$ cat config.mk
export PLATFORM = sky130hd
export DESIGN_NAME = cnn16_conv_sequencer
export DESIGN_NICKNAME = d
export VERILOG_FILES = /design/src/rtl/cnn16_conv_sequencer.sv
export SDC_FILE = /design/constraint.sdc
export NUM_CORES = 1
export LEC_CHECK = 0
export CORE_MARGIN = 3
export CORE_UTILIZATION = 50
export DETAILED_ROUTE_END_ITERATION = 16
export GPL_ROUTABILITY_DRIVEN = 0
export GPL_TIMING_DRIVEN = 0
export PLACE_DENSITY_LB_ADDON = 0.25
export SLEW_MARGIN = 25
export SYNTH_ARGS = -nofsm -noshare
export SYNTH_HDL_FRONTEND = slang
export SYNTH_SLANG_ARGS = --single-unit
$ cat constraint.sdc
create_clock -name clk -period 9.75 [get_ports clk]
set_input_delay 1.4625 -clock clk [delete_from_list [all_inputs] [get_ports clk]]
set_output_delay 1.4625 -clock clk [all_outputs]
set_load 0.1 [all_outputs]
$ cat src/rtl/cnn16_conv_sequencer.sv
`default_nettype none
// +--------------------------------------------------------------------------+
// | cnn16_conv_sequencer : KxK stride-1 valid 2D convolution control FSM     |
// | Rev 1.0 - initial release                                                |
// +--------------------------------------------------------------------------+
module cnn16_conv_sequencer #(
  parameter int         K         = 3,
  parameter int         ALU_LAT   = 1,
  parameter logic [3:0] ALU_ADD   = 4'h0,
  parameter logic [3:0] ALU_MUL   = 4'h2,
  parameter logic [3:0] ALU_PASSB = 4'hE,
  parameter logic [3:0] ALU_NOP   = 4'hF
) (
  input  logic        clk,
  input  logic        rst,
  input  logic        start,
  input  logic        abort,
  input  logic [11:0] img_base,
  input  logic [11:0] ker_base,
  input  logic [11:0] out_base,
  input  logic [7:0]  img_w,
  input  logic [7:0]  img_h,
  output logic        busy,
  output logic        done,
  output logic        err,
  output logic [11:0] mem_addr,
  output logic        mem_re,
  output logic        mem_we,
  output logic [4:0]  bus_sel,
  output logic [3:0]  alu_sel,
  output logic        AC_Load,
  output logic        DR_Load,
  output logic        TR_Load
);

  typedef enum logic [3:0] {
    S_IDLE = 4'd0,
    S_CLR  = 4'd1,
    S_RDK  = 4'd2,
    S_LDK  = 4'd3,
    S_CPK  = 4'd4,
    S_LDP  = 4'd5,
    S_MUL  = 4'd6,
    S_LDA  = 4'd7,
    S_ADD  = 4'd8,
    S_STA  = 4'd9,
    S_WR   = 4'd10,
    S_FIN  = 4'd11
  } state_t;

  localparam logic [2:0]  c_kmax   = 3'(K - 1);
  localparam logic [7:0]  c_k8     = 8'(K);
  localparam logic [11:0] c_k12    = 12'(K);
  localparam logic [7:0]  c_latmax = 8'(ALU_LAT - 1);

  state_t      r_state, w_next;
  logic [11:0] r_img_base, r_ker_base, r_out_base, r_ocnt;
  logic [7:0]  r_img_w, r_img_h, r_ox, r_oy, r_lat;
  logic [2:0]  r_kx, r_ky;
  logic        r_err;
  logic        w_cfg_bad, w_last_tap, w_ox_end, w_last_out, w_lat_end;
  logic [11:0] w_row, w_pix_addr, w_ker_addr, w_out_addr;

  assign w_cfg_bad  = (img_w < c_k8) || (img_h < c_k8);
  assign w_last_tap = (r_kx == c_kmax) && (r_ky == c_kmax);
  assign w_ox_end   = (r_ox == r_img_w - c_k8);
  assign w_last_out = w_ox_end && (r_oy == r_img_h - c_k8);
  assign w_lat_end  = (r_lat == c_latmax);

  // All address arithmetic deliberately wraps at 12 bits.
  assign w_row      = {4'd0, r_oy} + {9'd0, r_ky};
  assign w_pix_addr = r_img_base + w_row * {4'd0, r_img_w} + {4'd0, r_ox} + {9'd0, r_kx};
  assign w_ker_addr = r_ker_base + {9'd0, r_ky} * c_k12 + {9'd0, r_kx};
  assign w_out_addr = r_out_base + r_ocnt;
  assign err        = r_err;

  always_ff @(posedge clk or negedge rst) begin
    if (!rst) r_state <= S_IDLE;
    else      r_state <= w_next;
  end

  always_comb begin
    w_next   = r_state;
    busy     = 1'b0;
    done     = 1'b0;
    mem_addr = 12'd0;
    mem_re   = 1'b0;
    mem_we   = 1'b0;
    bus_sel  = 5'd31;
    alu_sel  = ALU_NOP;
    AC_Load  = 1'b0;
    DR_Load  = 1'b0;
    TR_Load  = 1'b0;
    case (r_state)
      S_IDLE: if (start) w_next = w_cfg_bad ? S_FIN : S_CLR;
      S_CLR:  begin busy = 1'b1; TR_Load = 1'b1; w_next = S_RDK; end
      S_RDK:  begin busy = 1'b1; mem_addr = w_ker_addr; mem_re = 1'b1; w_next = S_LDK; end
      S_LDK:  begin busy = 1'b1; bus_sel = 5'd4; DR_Load = 1'b1; w_next = S_CPK; end
      S_CPK: begin
        busy     = 1'b1;
        alu_sel  = ALU_PASSB;
        AC_Load  = 1'b1;
        mem_addr = w_pix_addr;
        mem_re   = 1'b1;
        w_next   = S_LDP;
      end
      S_LDP:  begin busy = 1'b1; bus_sel = 5'd4; DR_Load = 1'b1; w_next = S_MUL; end
      S_MUL: begin
        busy    = 1'b1;
        alu_sel = ALU_MUL;
        AC_Load = w_lat_end;
        if (w_lat_end) w_next = S_LDA;
      end
      S_LDA:  begin busy = 1'b1; bus_sel = 5'd2; DR_Load = 1'b1; w_next = S_ADD; end
      S_ADD: begin
        busy    = 1'b1;
        alu_sel = ALU_ADD;
        AC_Load = w_lat_end;
        if (w_lat_end) w_next = S_STA;
      end
      S_STA: begin
        busy    = 1'b1;
        bus_sel = 5'd1;
        TR_Load = 1'b1;
        w_next  = w_last_tap ? S_WR : S_RDK;
      end
      S_WR: begin
        busy     = 1'b1;
        mem_addr = w_out_addr;
        bus_sel  = 5'd2;
        mem_we   = 1'b1;
        w_next   = w_last_out ? S_FIN : S_CLR;
      end
      S_FIN:   begin done = 1'b1; w_next = S_IDLE; end
      default: w_next = S_IDLE;
    endcase
    // Abort outranks every transition, including a start in IDLE.
    if (abort) w_next = S_IDLE;
  end

  always_ff @(posedge clk or negedge rst) begin
    if (!rst) begin
      r_img_base <= 12'd0;
      r_ker_base <= 12'd0;
      r_out_base <= 12'd0;
      r_img_w    <= 8'd0;
      r_img_h    <= 8'd0;
      r_err      <= 1'b0;
      r_ox       <= 8'd0;
      r_oy       <= 8'd0;
      r_kx       <= 3'd0;
      r_ky       <= 3'd0;
      r_ocnt     <= 12'd0;
      r_lat      <= 8'd0;
    end else if (abort) begin
      r_ox   <= 8'd0;
      r_oy   <= 8'd0;
      r_kx   <= 3'd0;
      r_ky   <= 3'd0;
      r_ocnt <= 12'd0;
      r_lat  <= 8'd0;
    end else begin
      case (r_state)
        S_IDLE: if (start) begin
          r_img_base <= img_base;
          r_ker_base <= ker_base;
          r_out_base <= out_base;
          r_img_w    <= img_w;
          r_img_h    <= img_h;
          r_err      <= w_cfg_bad;
          r_ox       <= 8'd0;
          r_oy       <= 8'd0;
          r_kx       <= 3'd0;
          r_ky       <= 3'd0;
          r_ocnt     <= 12'd0;
          r_lat      <= 8'd0;
        end
        S_MUL, S_ADD: r_lat <= w_lat_end ? 8'd0 : r_lat + 8'd1;
        S_STA: begin
          if (r_kx == c_kmax) begin
            r_kx <= 3'd0;
            r_ky <= r_ky + 3'd1;
          end else begin
            r_kx <= r_kx + 3'd1;
          end
        end
        S_WR: begin
          r_kx   <= 3'd0;
          r_ky   <= 3'd0;
          r_ocnt <= r_ocnt + 12'd1;
          if (w_ox_end) begin
            r_ox <= 8'd0;
            r_oy <= r_oy + 8'd1;
          end else begin
            r_ox <= r_ox + 8'd1;
          end
        end
        default: ;
      endcase
    end
  end

endmodule
`default_nettype wire

Yosys cells after proc, flatten, opt, wreduce, memory -nomap -nowiden. Cells that the tools add are included.

Bits in registers: 99. Bits of input ports: 56. Output and inout bits: 29. Word-level logic and storage cells: 113.

$add $sub $neg: 15. Multipliers: 2. $lt $le $gt $ge: 2. Equal/unequal tests: 20. Mux-type cells: 38. Bitwise logic cells: 1. Reduce and logical (&&, ||, !) cells: 22.

Operator list (number): $mux W8 (7); $pmux W8 S2 (3); $pmux W4 S11 (1); $pmux W12 S3 (1); $mux W4 (7); $add A12 B12 Y12 (2); $add A12 B3 Y12 (2); $add A8 B1 Y8 const B (3); $mux W12 (2); $pmux W12 S2 (1); $pmux W3 S3 (2); $eq A4 B3 Y1 const B (4); $eq A4 B4 Y1 const B (4); $eq A8 B8 Y1 (2); $lt A8 B2 Y1 const B (2); $sub A8 B2 Y8 const B (2); $mux W3 (5); $ne A3 B3 Y1 const B (5); $pmux W5 S3 (1); $add A12 B1 Y12 const B (1); $add A12 B5 Y12 (1); $add A12 B8 Y12 (1); $mul A9 B8 Y12 (1); $pmux W4 S3 (1); other kinds (20) (39).

Longest topological paths before layout. Gate-level depths: netlist (run 1).

Depth after elaboration: 6. Depth in mapped cells: 26. Depth with buffers taken out: 25.

Worst setup path after synthesis (run 1). OpenSTA, ideal clock, no wires.

Kind: reg-to-output. Start point: register r_ky[0]. End point: output mem_addr[10]. Data arrival time: 7.010 ns. Data required time: 8.287 ns. Slack: 1.278 ns. Stages on the path, launching flop included: 26. Buffers on the path: 0. Path through: dfrtp_1 > ha_1 > inv_1 > fa_1 > nor2b_1 > o2111ai_1 > xnor2_1 > nand2_1 > fa_1 > inv_1 > fa_1 > inv_1 > fa_1 > inv_1 > fa_1 > inv_1 > fa_1 > inv_1 > ha_1 > o21a_1 > o21ai_0 > nand2_1 > o21ai_0 > a31oi_1 > xnor2_1 > o221ai_1.

Word-level cells in the longest chain between the ends: 6.

Ends and longest elaborated chain: start: declaration (RTL line 59) `logic [2:0] r_kx, r_ky;`; start signal: assignment (RTL line 182) `r_ky <= r_ky + 3'd1;`; $add A8 B3 Y9 (RTL line 71) `assign w_row = {4'd0, r_oy} + {9'd0, r_ky};`; $mul A9 B8 Y12 (RTL line 72) `assign w_pix_addr = r_img_base + w_row * {4'd0, r_img_w} + {4'd0, r_ox} + {9'd0, r_kx};`; $add A12 B12 Y12 (RTL line 72); $add A12 B8 Y12 (RTL line 72); $add A12 B3 Y12 (RTL line 72); $pmux W12 S3 (*) (RTL line 94) `case (r_state)`; end: declaration (RTL line 26) `output logic [11:0] mem_addr,`.

Mark *: on every way between the ends. The rest lies on a longest branch, timed or not.

Worst setup path in the final report (run 1).
Start point: register r_ky[0]. End point: output mem_addr[8].

Same word-level chain as after synthesis.

==> results.py, run 1 <==
metrics = {
    "detailed_routing": {
        "postRouteAntennaNets": 0,
        "first_pass_iters": 5,
        "drtIter0Drc": 352,
        "wirelength_mm": 21.1,
        "vias": 7006,
        "drc": 0,
        "wire_per_inst_um": 16.7,
        "viasPerCell": 5.56,
    },
    "layout": {
        "fillers": 1444,
        "nets": 1211,
        "post-route-util_pct": 60.3,
        "drive_above_1_share_pct": 8.17,
        "postLayoutCellArea_sq_um": 10200,
        "diodes": 0,
        "area_growth_pct": 16.3,
        "layoutNonFillerInstCount": 1261,
    },
    "clock_network": {
        "cts_setup_buffers": 0,
        "cts_resized": 0,
        "cts_buffers": 9,
        "root_buffer": "clkbuf_16",
        "cts_tree": "done",
        "cts_sinks": 99,
        "hold_buffers": 0,
        "htreeDepth": 3,
        "clock_path_buffers": 2,
        "clk_latency_ns": 0.36,
        "path_clk_slew_ns": 0.07,
    },
    "power": {
        "leakage_nw": 4.58,
        "power_mw": 1.45,
        "p_per_area_nw_per_um2": 142,
        "peakVddDrop_mv": 0.127,
    },
    "floorplanning": {
        "ios": 85,
        "fp.dieW_um": 138,
        "die_height_um": 138,
        "initial_core_util_pct": 51.9,
        "dieArea_sq_um": 19100,
        "core-area_sq_um": 16900,
        "placementRows": 47,
    },
    "sta": {
        "min_period_ns": 9.25,
        "drv_slew": 0,
        "setup_viol": 0,
        "finalHoldViolations": 0,
        "rsz0062_at_grt": "no",
        "relSlewSlack_pct": 34.6,
        "tns_ns": 0,
        "fmax_mhz": 108,
        "tightest_slew_ns": 0.979,
        "skew_ns": 0.00907,
        "period_share_pct": 94.9,
    },
    "grt": {
        "grt_pass1_vias": 6765,
        "grt_max_degree": 67,
        "grt_pass1_wl_mm": 34.9,
        "grt_overflow": 0,
        "antenna_found_initial": 0,
        "grt_usage_pct": 22.4,
    },
    "logic_synthesis": {
        "synth_nets": 1116,
        "postSynthAreaPerCell_sq_um": 9.30,
        "synth_edf_count": 0,
        "synth_top_family_by_area": "adder cells",
        "synth-async-reset-ratio_pct": 100,
        "synthAdderAreaFrac_pct": 22.1,
        "ys.warnings.count": 0,
        "muxShareOfSynthArea_pct": 7.39,
        "ys_types": 63,
        "ys_seq_area_share_pct": 28.3,
        "synth_compound_area_share_pct": 13.1,
        "synth_seq_cells": 99,
        "synth-main-ff-cell": "dfrtp_1",
        "syn_inst": 941,
        "synthXorXnorAreaFrac_pct": 6.95,
        "syn_area_sq_um": 8750,
        "synthSimpleGateAreaFrac_pct": 15.9,
    },
    "worst_setup_path": {
        "startpoint_type": "flip-flop",
        "cp.required_ns": 8.29,
        "crit_type": "flip-flop to output port",
        "critPathMaxFanout": 6,
        "crit_arrival_ns": 7.79,
        "cp-end-kind": "output port",
    },
    "run": {
        "max-cap-violations": 0,
    },
    "place": {
        "place_area_sq_um": 9890,
        "placed_cells": 1245,
        "dp_hpwl_mm": 16.7,
        "io_buffers": 83,
    },
    "outcome": {
        "status": "finished clean",
    },
    "min_path": {
        "hold_path.class": "flip-flop to flip-flop",
    },
}
placed cells by master, fill, tap and decap left out, types with 20 or more instances in the layout:
cell / instances
dfrtp_1: 99
fa_1: 59
ha_1: 60
clkbuf_1: 35
a21oi_1: 29
xnor2_1: 41
clkdlybuf4s50_1: 79
and2_1: 22
nand2b_1: 20
xor2_1: 24
nand2_1: 85
o21ai_0: 67
nor2_1: 48
inv_1: 108
mux2_2: 53
registers in the layout, summed over array words and instances, names as in the netlist:
register    count
r_kx            3
r_img_w         8
r_img_base     12
err             1
r_oy            8
r_img_h         8
r_out_base     12
r_ocnt         12
r_ox            8
r_lat           8
r_state         4
r_ky            3
r_ker_base     12
per-stage QoR:
stage	hold slack, ns	setup slack, ns
6_report	0.501	0.500
5_1_grt	0.525	0.105
4_1_cts	0.504	0.116
3_5_place_dp	0.490	0.538
3_3_place_gp	0.480	0.561
2_1_floorplan	0.452	1.28
area by class of cell:
class                      count  area, sq um  area share (%)
multi-input combinational    698         5730            56.3
sequential                    99         2480            24.3
timing repair buffer          84          867            8.51
inverter                     108          405            3.98
tap                          220          275            2.70
clock buffer                  11          243            2.38
buffer                        36          143            1.40
clock inverter                 5         43.8           0.430
cells in the mapped netlist (3+ instances only):
master / number / share of area [%]
a211o_1: 5 / 0.50
a211oi_1: 7 / 0.60
a21o_1: 4 / 0.34
a21oi_1: 29 / 1.7
a221o_1: 3 / 0.34
a22o_1: 5 / 0.50
a22oi_1: 4 / 0.34
a31oi_1: 4 / 0.29
and2_1: 22 / 1.6
and3_1: 13 / 0.93
clkbuf_1: 34 / 1.5
dfrtp_1: 99 / 28
fa_1: 59 / 13
ha_1: 60 / 8.6
inv_1: 108 / 4.6
mux2_2: 53 / 6.8
mux2i_1: 5 / 0.57
nand2_1: 85 / 3.6
nand2b_1: 20 / 1.4
nand3_1: 19 / 1.1
nand4_1: 6 / 0.43
nor2_1: 48 / 2.1
nor2b_1: 19 / 1.4
nor3_1: 19 / 1.1
nor3b_1: 5 / 0.43
nor4_1: 4 / 0.29
o211ai_1: 4 / 0.34
o21a_1: 7 / 0.60
o21ai_0: 67 / 3.8
o21bai_1: 4 / 0.34
o221ai_1: 3 / 0.30
o31ai_1: 9 / 0.77
or2_2: 4 / 0.29
or3_1: 6 / 0.43
xnor2_1: 41 / 4.1
xor2_1: 24 / 2.4
report_power, final:
| group | switching [mW] | internal (mW) | total (mW) |
|---|---|---|---|
| Clock | 0.174 | 0.184 | 0.358 |
| Combinational | 0.321 | 0.232 | 0.553 |
| Sequential | 0.0624 | 0.476 | 0.539 |
| Total | 0.557 | 0.893 | 1.45 |
final timing paths:
kind	cells past startpoint	endpoint	slack, ns	startpoint
worst min register to register	1	r_lat[7]	0.50	r_lat[7]
worst min-delay path	1	r_lat[7]	0.50	r_lat[7]
worst max-delay path	24	mem_addr[8]	0.50	r_ky[0]
min in group asynchronous	1	r_img_base[4]	0.98	rst
worst max register to register	8	r_oy[5]	6.62	r_img_w[0]
max in group asynchronous	2	r_img_h[3]	8.11	rst
per-layer routing:
layer / part of all wire, % / GRT usage (%)
met1: 45 / 31.6
met2: 48 / 35.6
met3: 5.2 / 4.39
met4: 1.8 / 6.03
met5: 0 / 0
critical path, cell delays in order (launching register included):
cell             delay (ns)
dfrtp_1                0.48
ha_1                   0.22
inv_1                  0.05
fa_1                   0.39
nor2b_1                0.26
o2111ai_1              0.16
xnor2_1                0.58
nand2_1                0.16
fa_1                   0.50
inv_1                  0.05
fa_1                   0.50
inv_1                  0.05
fa_1                   0.48
inv_1                  0.06
fa_1                   0.53
inv_1                  0.06
fa_1                   0.50
inv_1                  0.04
ha_1                   0.33
o21a_1                 0.21
nor2_1                 0.09
a21oi_1                0.06
xnor2_1                0.20
o211ai_1               0.28
clkdlybuf4s50_1        1.19
kinds of logic after synthesis:
group                      after synthesis
muxes                                   58
and+or+nand+nor                        279
adders and majority gates              119
buffers and inverters                  144
xor gates and xnor gates                67
DFF                                     99
AOI/OAI and AO/OA                      175
Note: power is estimated with default switching activity, not from simulation.
==> run 2, diff against run 1 <==
CTS_BUF_LIST = sky130_fd_sc_hd__clkbuf_2   (was default)
clock period = 8.8 ns   (was 9.75 ns; I/O delays follow)
==> results.py, run 2 (synthesized netlist as in run 1, its figures left out) <==
metrics = {
    "outcome": {
        "status": "finished clean",
    },
    "grt": {
        "grt_max_degree": 67,
        "grt_usage_pct": 22.3,
        "grt_pass1_wl_mm": 34.8,
        "grt_pass1_vias": 6731,
        "grt_overflow": 0,
        "antenna_found_initial": 1,
    },
    "clock_network": {
        "cts_tree": "done",
        "clock_path_buffers": 2,
        "path_clk_slew_ns": 0.31,
        "clk_latency_ns": 0.64,
        "cts_sinks": 99,
        "cts_buffers": 9,
        "root_buffer": "clkbuf_2",
        "htreeDepth": 3,
    },
    "layout": {
        "area_growth_pct": 14.8,
        "mostFrequentLayoutCells": "inv_1, dfrtp_1, nand2_1",
        "drive_above_1_share_pct": 9.97,
        "layout_commonest_cell": "inv_1",
        "fillers": 1464,
        "layoutNonFillerInstCount": 1264,
        "nets": 1213,
    },
    "power": {
        "leakage_nw": 4.52,
        "power_mw": 1.43,
        "peakVddDrop_mv": 0.127,
        "p_per_area_nw_per_um2": 142,
    },
    "place": {
        "dp_hpwl_mm": 16.7,
        "io_buffers": 83,
        "pre_cts_slack_ns": -0.270,
        "placed_cells": 1245,
    },
    "detailed_routing": {
        "vias": 7049,
        "viasPerCell": 5.58,
        "drc": 0,
        "first_pass_iters": 5,
        "postRouteAntennaNets": 0,
        "wire_per_inst_um": 16.8,
        "wirelength_mm": 21.2,
        "drtIter0Drc": 347,
    },
    "sta": {
        "period_share_pct": 96.1,
        "drv_slew": 0,
        "holdWs_ns": 0.498,
        "fmax_mhz": 118,
        "skew_ns": 0.0336,
        "fin_ws_ns": 0.345,
        "finalHoldViolations": 0,
        "relSlewSlack_pct": 34.5,
        "min_period_ns": 8.45,
        "tightest_slew_ns": 0.979,
        "tns_ns": 0,
        "setup_viol": 0,
    },
    "floorplanning": {
        "initial_core_util_pct": 51.9,
        "dieArea_sq_um": 19100,
        "core-area_sq_um": 16900,
        "fp.dieW_um": 138,
        "placementRows": 47,
        "ios": 85,
        "die_height_um": 138,
    },
    "worst_setup_path": {
        "worst_r2r_endpoint": "r_oy[5]",
        "r2r_slack_ns": 5.64,
        "endpoint": "mem_addr[8]",
        "startpoint": "r_oy[1]",
        "r2r_start": "r_img_w[0]",
        "r2r_cells": 8,
        "crit_type": "flip-flop to output port",
        "crit_arrival_ns": 7.13,
        "startpoint_type": "flip-flop",
        "cp-end-kind": "output port",
        "cp.required_ns": 7.48,
        "critPathMaxFanout": 5,
    },
    "run": {
        "max-cap-violations": 0,
    },
    "min_path": {
        "hold_path.class": "input pin to async pin",
    },
}
run 2: metrics by stage:
step | area, sq um | util [%]
after global placement | 9860 | 58.4
after CTS | 10000 | 59.3
final | 10100 | 59.6
after global routing | 10100 | 59.6
after floorplan | 8750 | -
after detailed placement | 9890 | 58.6
run 2: worst min path at each step:
stage                  start            end  depth (start not counted)
CTS                      rst  r_img_base[4]                          1
global route             rst  r_img_base[4]                          1
finish                   rst  r_img_base[4]                          1
detailed placement  r_lat[7]       r_lat[7]                          1
global placement    r_lat[7]       r_lat[7]                          1
floorplan           r_lat[7]       r_lat[7]                          1
run 2: where the power goes:
part	switching [mW]	internal, mW
logic	0.358	0.258
registers	0.0690	0.528
clock network	0.176	0.0417
run 2: per-layer routing:
metal  GRT usage (%)  part of all wire [%]  up-vias
met5               0                     0        -
met4            6.34                   2.0        0
met3            3.14                   5.1       29
met2            35.7                    48      187
met1            31.8                    45     3456
li1                -                     -     3377
run 2: area by class of cell:
cell class              count  area [sq um]  share of cell area (%)
diodes                      1          2.50                  0.0249
repair buffers             86           873                    8.69
multi-input cells         698          5780                    57.5
inverters                 108           405                    4.03
flip-flops and latches     99          2480                    24.7
clock inverters             6          47.5                   0.473
plain buffers              36           143                    1.42
well taps                 220           275                    2.74
clock buffers              10          50.0                   0.498
run 2: worst max-delay path, cell delays in order, from the launching register on:
cell and delay, ns:
dfrtp_1 0.55, inv_1 0.12, fa_1 0.48, nor2b_2 0.19, o2111ai_1 0.17, xnor2_2 0.32
nand2_1 0.12, fa_1 0.50, inv_1 0.05, fa_1 0.50, inv_1 0.05, fa_1 0.48
inv_1 0.06, fa_1 0.53, inv_1 0.06, fa_1 0.50, inv_1 0.04, ha_1 0.34
o21a_1 0.23, nor2_1 0.09, a21oi_1 0.05, xnor2_1 0.19, o211ai_1 0.28, clkdlybuf4s18_2 0.59
run 2: repair_timing:
item,in CTS,in global routing
gates resized for setup,28,21
pin swaps,1,2
setup buffers,2,0
hold buffers,0,0
endpoints found under the setup margin,6,8
==> run 3, diff against run 2 <==
SKIP_CTS_REPAIR_TIMING = 1   (was default)
==> results.py, run 3 (synthesized netlist as in run 1, its figures left out) <==
metrics = {
    "place": {
        "dp_hpwl_mm": 16.7,
        "io_buffers": 83,
    },
    "power": {
        "comb_power_share_pct": 43.0,
        "pwr-share-seq_pct": 41.8,
        "power_switching_mw": 0.604,
        "leakage_nw": 4.54,
        "intPower_mw": 0.826,
        "switching_share_pct": 42.2,
        "p_per_area_nw_per_um2": 142,
        "peakVddDrop_mv": 0.129,
        "p_clk_share_pct": 15.2,
    },
    "sta": {
        "setup_viol": 0,
        "period_share_pct": 96.6,
        "fmax_mhz": 118,
        "skew_ns": 0.0417,
        "min_period_ns": 8.50,
        "finalHoldViolations": 0,
        "holdWs_ns": 0.495,
        "relSlewSlack_pct": 30.8,
        "drv_slew": 0,
        "tightest_slew_ns": 1.03,
    },
    "grt": {
        "grt_pass1_vias": 6713,
        "grt_overflow": 0,
        "grt_pass1_wl_mm": 34.7,
        "antenna_found_initial": 1,
        "grt_max_degree": 67,
        "grt_usage_pct": 22.2,
    },
    "worst_setup_path": {
        "startpoint": "r_ky[0]",
        "worst_r2r_endpoint": "r_oy[5]",
        "critPathMaxFanout": 5,
        "cp.required_ns": 7.48,
        "r2r_start": "r_img_w[0]",
        "crit_type": "flip-flop to output port",
        "r2r_cells": 8,
        "crit_arrival_ns": 7.18,
        "startpoint_type": "flip-flop",
        "cp-end-kind": "output port",
        "endpoint": "mem_addr[11]",
        "r2r_slack_ns": 5.65,
    },
    "clock_network": {
        "cts_buffers": 9,
        "root_buffer": "clkbuf_2",
        "cts_tree": "done",
        "path_clk_slew_ns": 0.30,
        "clock_path_buffers": 2,
        "clk_latency_ns": 0.65,
        "htreeDepth": 3,
        "cts_sinks": 99,
    },
    "detailed_routing": {
        "drtIter0Drc": 383,
        "wire_per_inst_um": 16.8,
        "viasPerCell": 5.57,
        "postRouteAntennaNets": 0,
        "drc": 0,
        "wirelength_mm": 21.3,
        "first_pass_iters": 5,
        "vias": 7043,
    },
    "floorplanning": {
        "die_height_um": 138,
        "core-area_sq_um": 16900,
        "placementRows": 47,
        "fp.dieW_um": 138,
        "dieArea_sq_um": 19100,
        "initial_core_util_pct": 51.9,
        "ios": 85,
    },
    "layout": {
        "layout_commonest_cell": "inv_1",
        "drive_above_1_share_pct": 10.2,
        "mostFrequentLayoutCells": "inv_1, dfrtp_1, nand2_1",
        "area_growth_pct": 14.8,
        "post-route-util_pct": 59.6,
        "nets": 1214,
        "fillers": 1459,
    },
    "outcome": {
        "status": "finished clean",
    },
    "min_path": {
        "hold_path.class": "input pin to async pin",
    },
    "run": {
        "max-cap-violations": 0,
    },
}
-- run 3: changes by cell type in the layout (fill, tap and decap cells not counted), sizes merged --
cell	change
buf	-1
clkbuf	+2
clkdlybuf4s18	-1
dlymetal6s2s	+1
-- run 3: through the flow --
step | cell area (sq um) | setup WS (ns) | std cells | TNS [ns] | power [mW]
6_report | 10100 | 0.298 | 1265 | 0 | 1.43
5_1_grt | 10100 | -0.0189 | 1265 | -0.0189 | 1.53
4_1_cts | 9990 | -1.06 | 1261 | -4.61 | 1.44
3_5_place_dp | 9890 | -0.270 | 1245 | -0.567 | 1.22
3_3_place_gp | 9860 | -0.247 | 1244 | -0.521 | 1.20
2_1_floorplan | 8750 | 0.470 | 941 | 0 | 1.04
-- run 3: how the worst min path moves through the flow --
stage          depth (start not counted)             to  slack (ns)     start
2_1_floorplan                          1       r_lat[7]        0.45  r_lat[7]
5_1_grt                                1  r_img_base[4]        0.48       rst
4_1_cts                                1  r_img_base[4]        0.47       rst
3_3_place_gp                           1       r_lat[7]        0.48  r_lat[7]
6_report                               1  r_img_base[4]        0.49       rst
3_5_place_dp                           1       r_lat[7]        0.49  r_lat[7]
-- run 3: area by class of cell --
type / count / area (sq um) / share of cell area (%)
timing repair buffer: 87 / 872 / 8.67
buffer: 36 / 144 / 1.43
sequential: 99 / 2480 / 24.7
clock buffer: 10 / 50.0 / 0.498
inverter: 108 / 405 / 4.03
tap: 220 / 275 / 2.74
antenna: 1 / 2.50 / 0.0249
multi-input combinational: 698 / 5780 / 57.4
clock inverter: 6 / 47.5 / 0.473
-- run 3: power by group through the flow --
| stage | clock, mW | sequential, mW | combinational (mW) |
|---|---|---|---|
| after CTS | 0.227 | 0.596 | 0.616 |
| after global routing | 0.241 | 0.606 | 0.679 |
| final | 0.218 | 0.597 | 0.615 |
| after floorplan | 0 | 0.582 | 0.453 |
| after global placement | 0 | 0.603 | 0.600 |
| after detailed placement | 0 | 0.605 | 0.612 |
-- run 3: critical path, stage by stage, from the launching register on --
cell	delay, ns
dfrtp_2	0.50
ha_1	0.21
inv_1	0.06
fa_1	0.41
nor2b_2	0.20
o2111ai_1	0.17
xnor2_2	0.19
buf_4	0.17
nand2_1	0.08
fa_1	0.50
inv_1	0.05
fa_1	0.50
inv_1	0.05
fa_1	0.48
inv_1	0.06
fa_1	0.53
inv_1	0.06
fa_1	0.50
inv_1	0.04
ha_1	0.34
o21a_1	0.21
o21ai_1	0.16
o21bai_1	0.15
a31oi_2	0.26
xnor2_1	0.14
a211o_1	0.32
buf_4	0.24
-- run 3: per-layer routing --
layer | wire length (um) | track usage, % | vias to the layer above
li1 | - | - | 3378
met4 | 465 | 6.34 | 0
met2 | 10200 | 35.4 | 175
met5 | 0 | 0 | -
met3 | 1030 | 3.14 | 29
met1 | 9590 | 31.7 | 3461
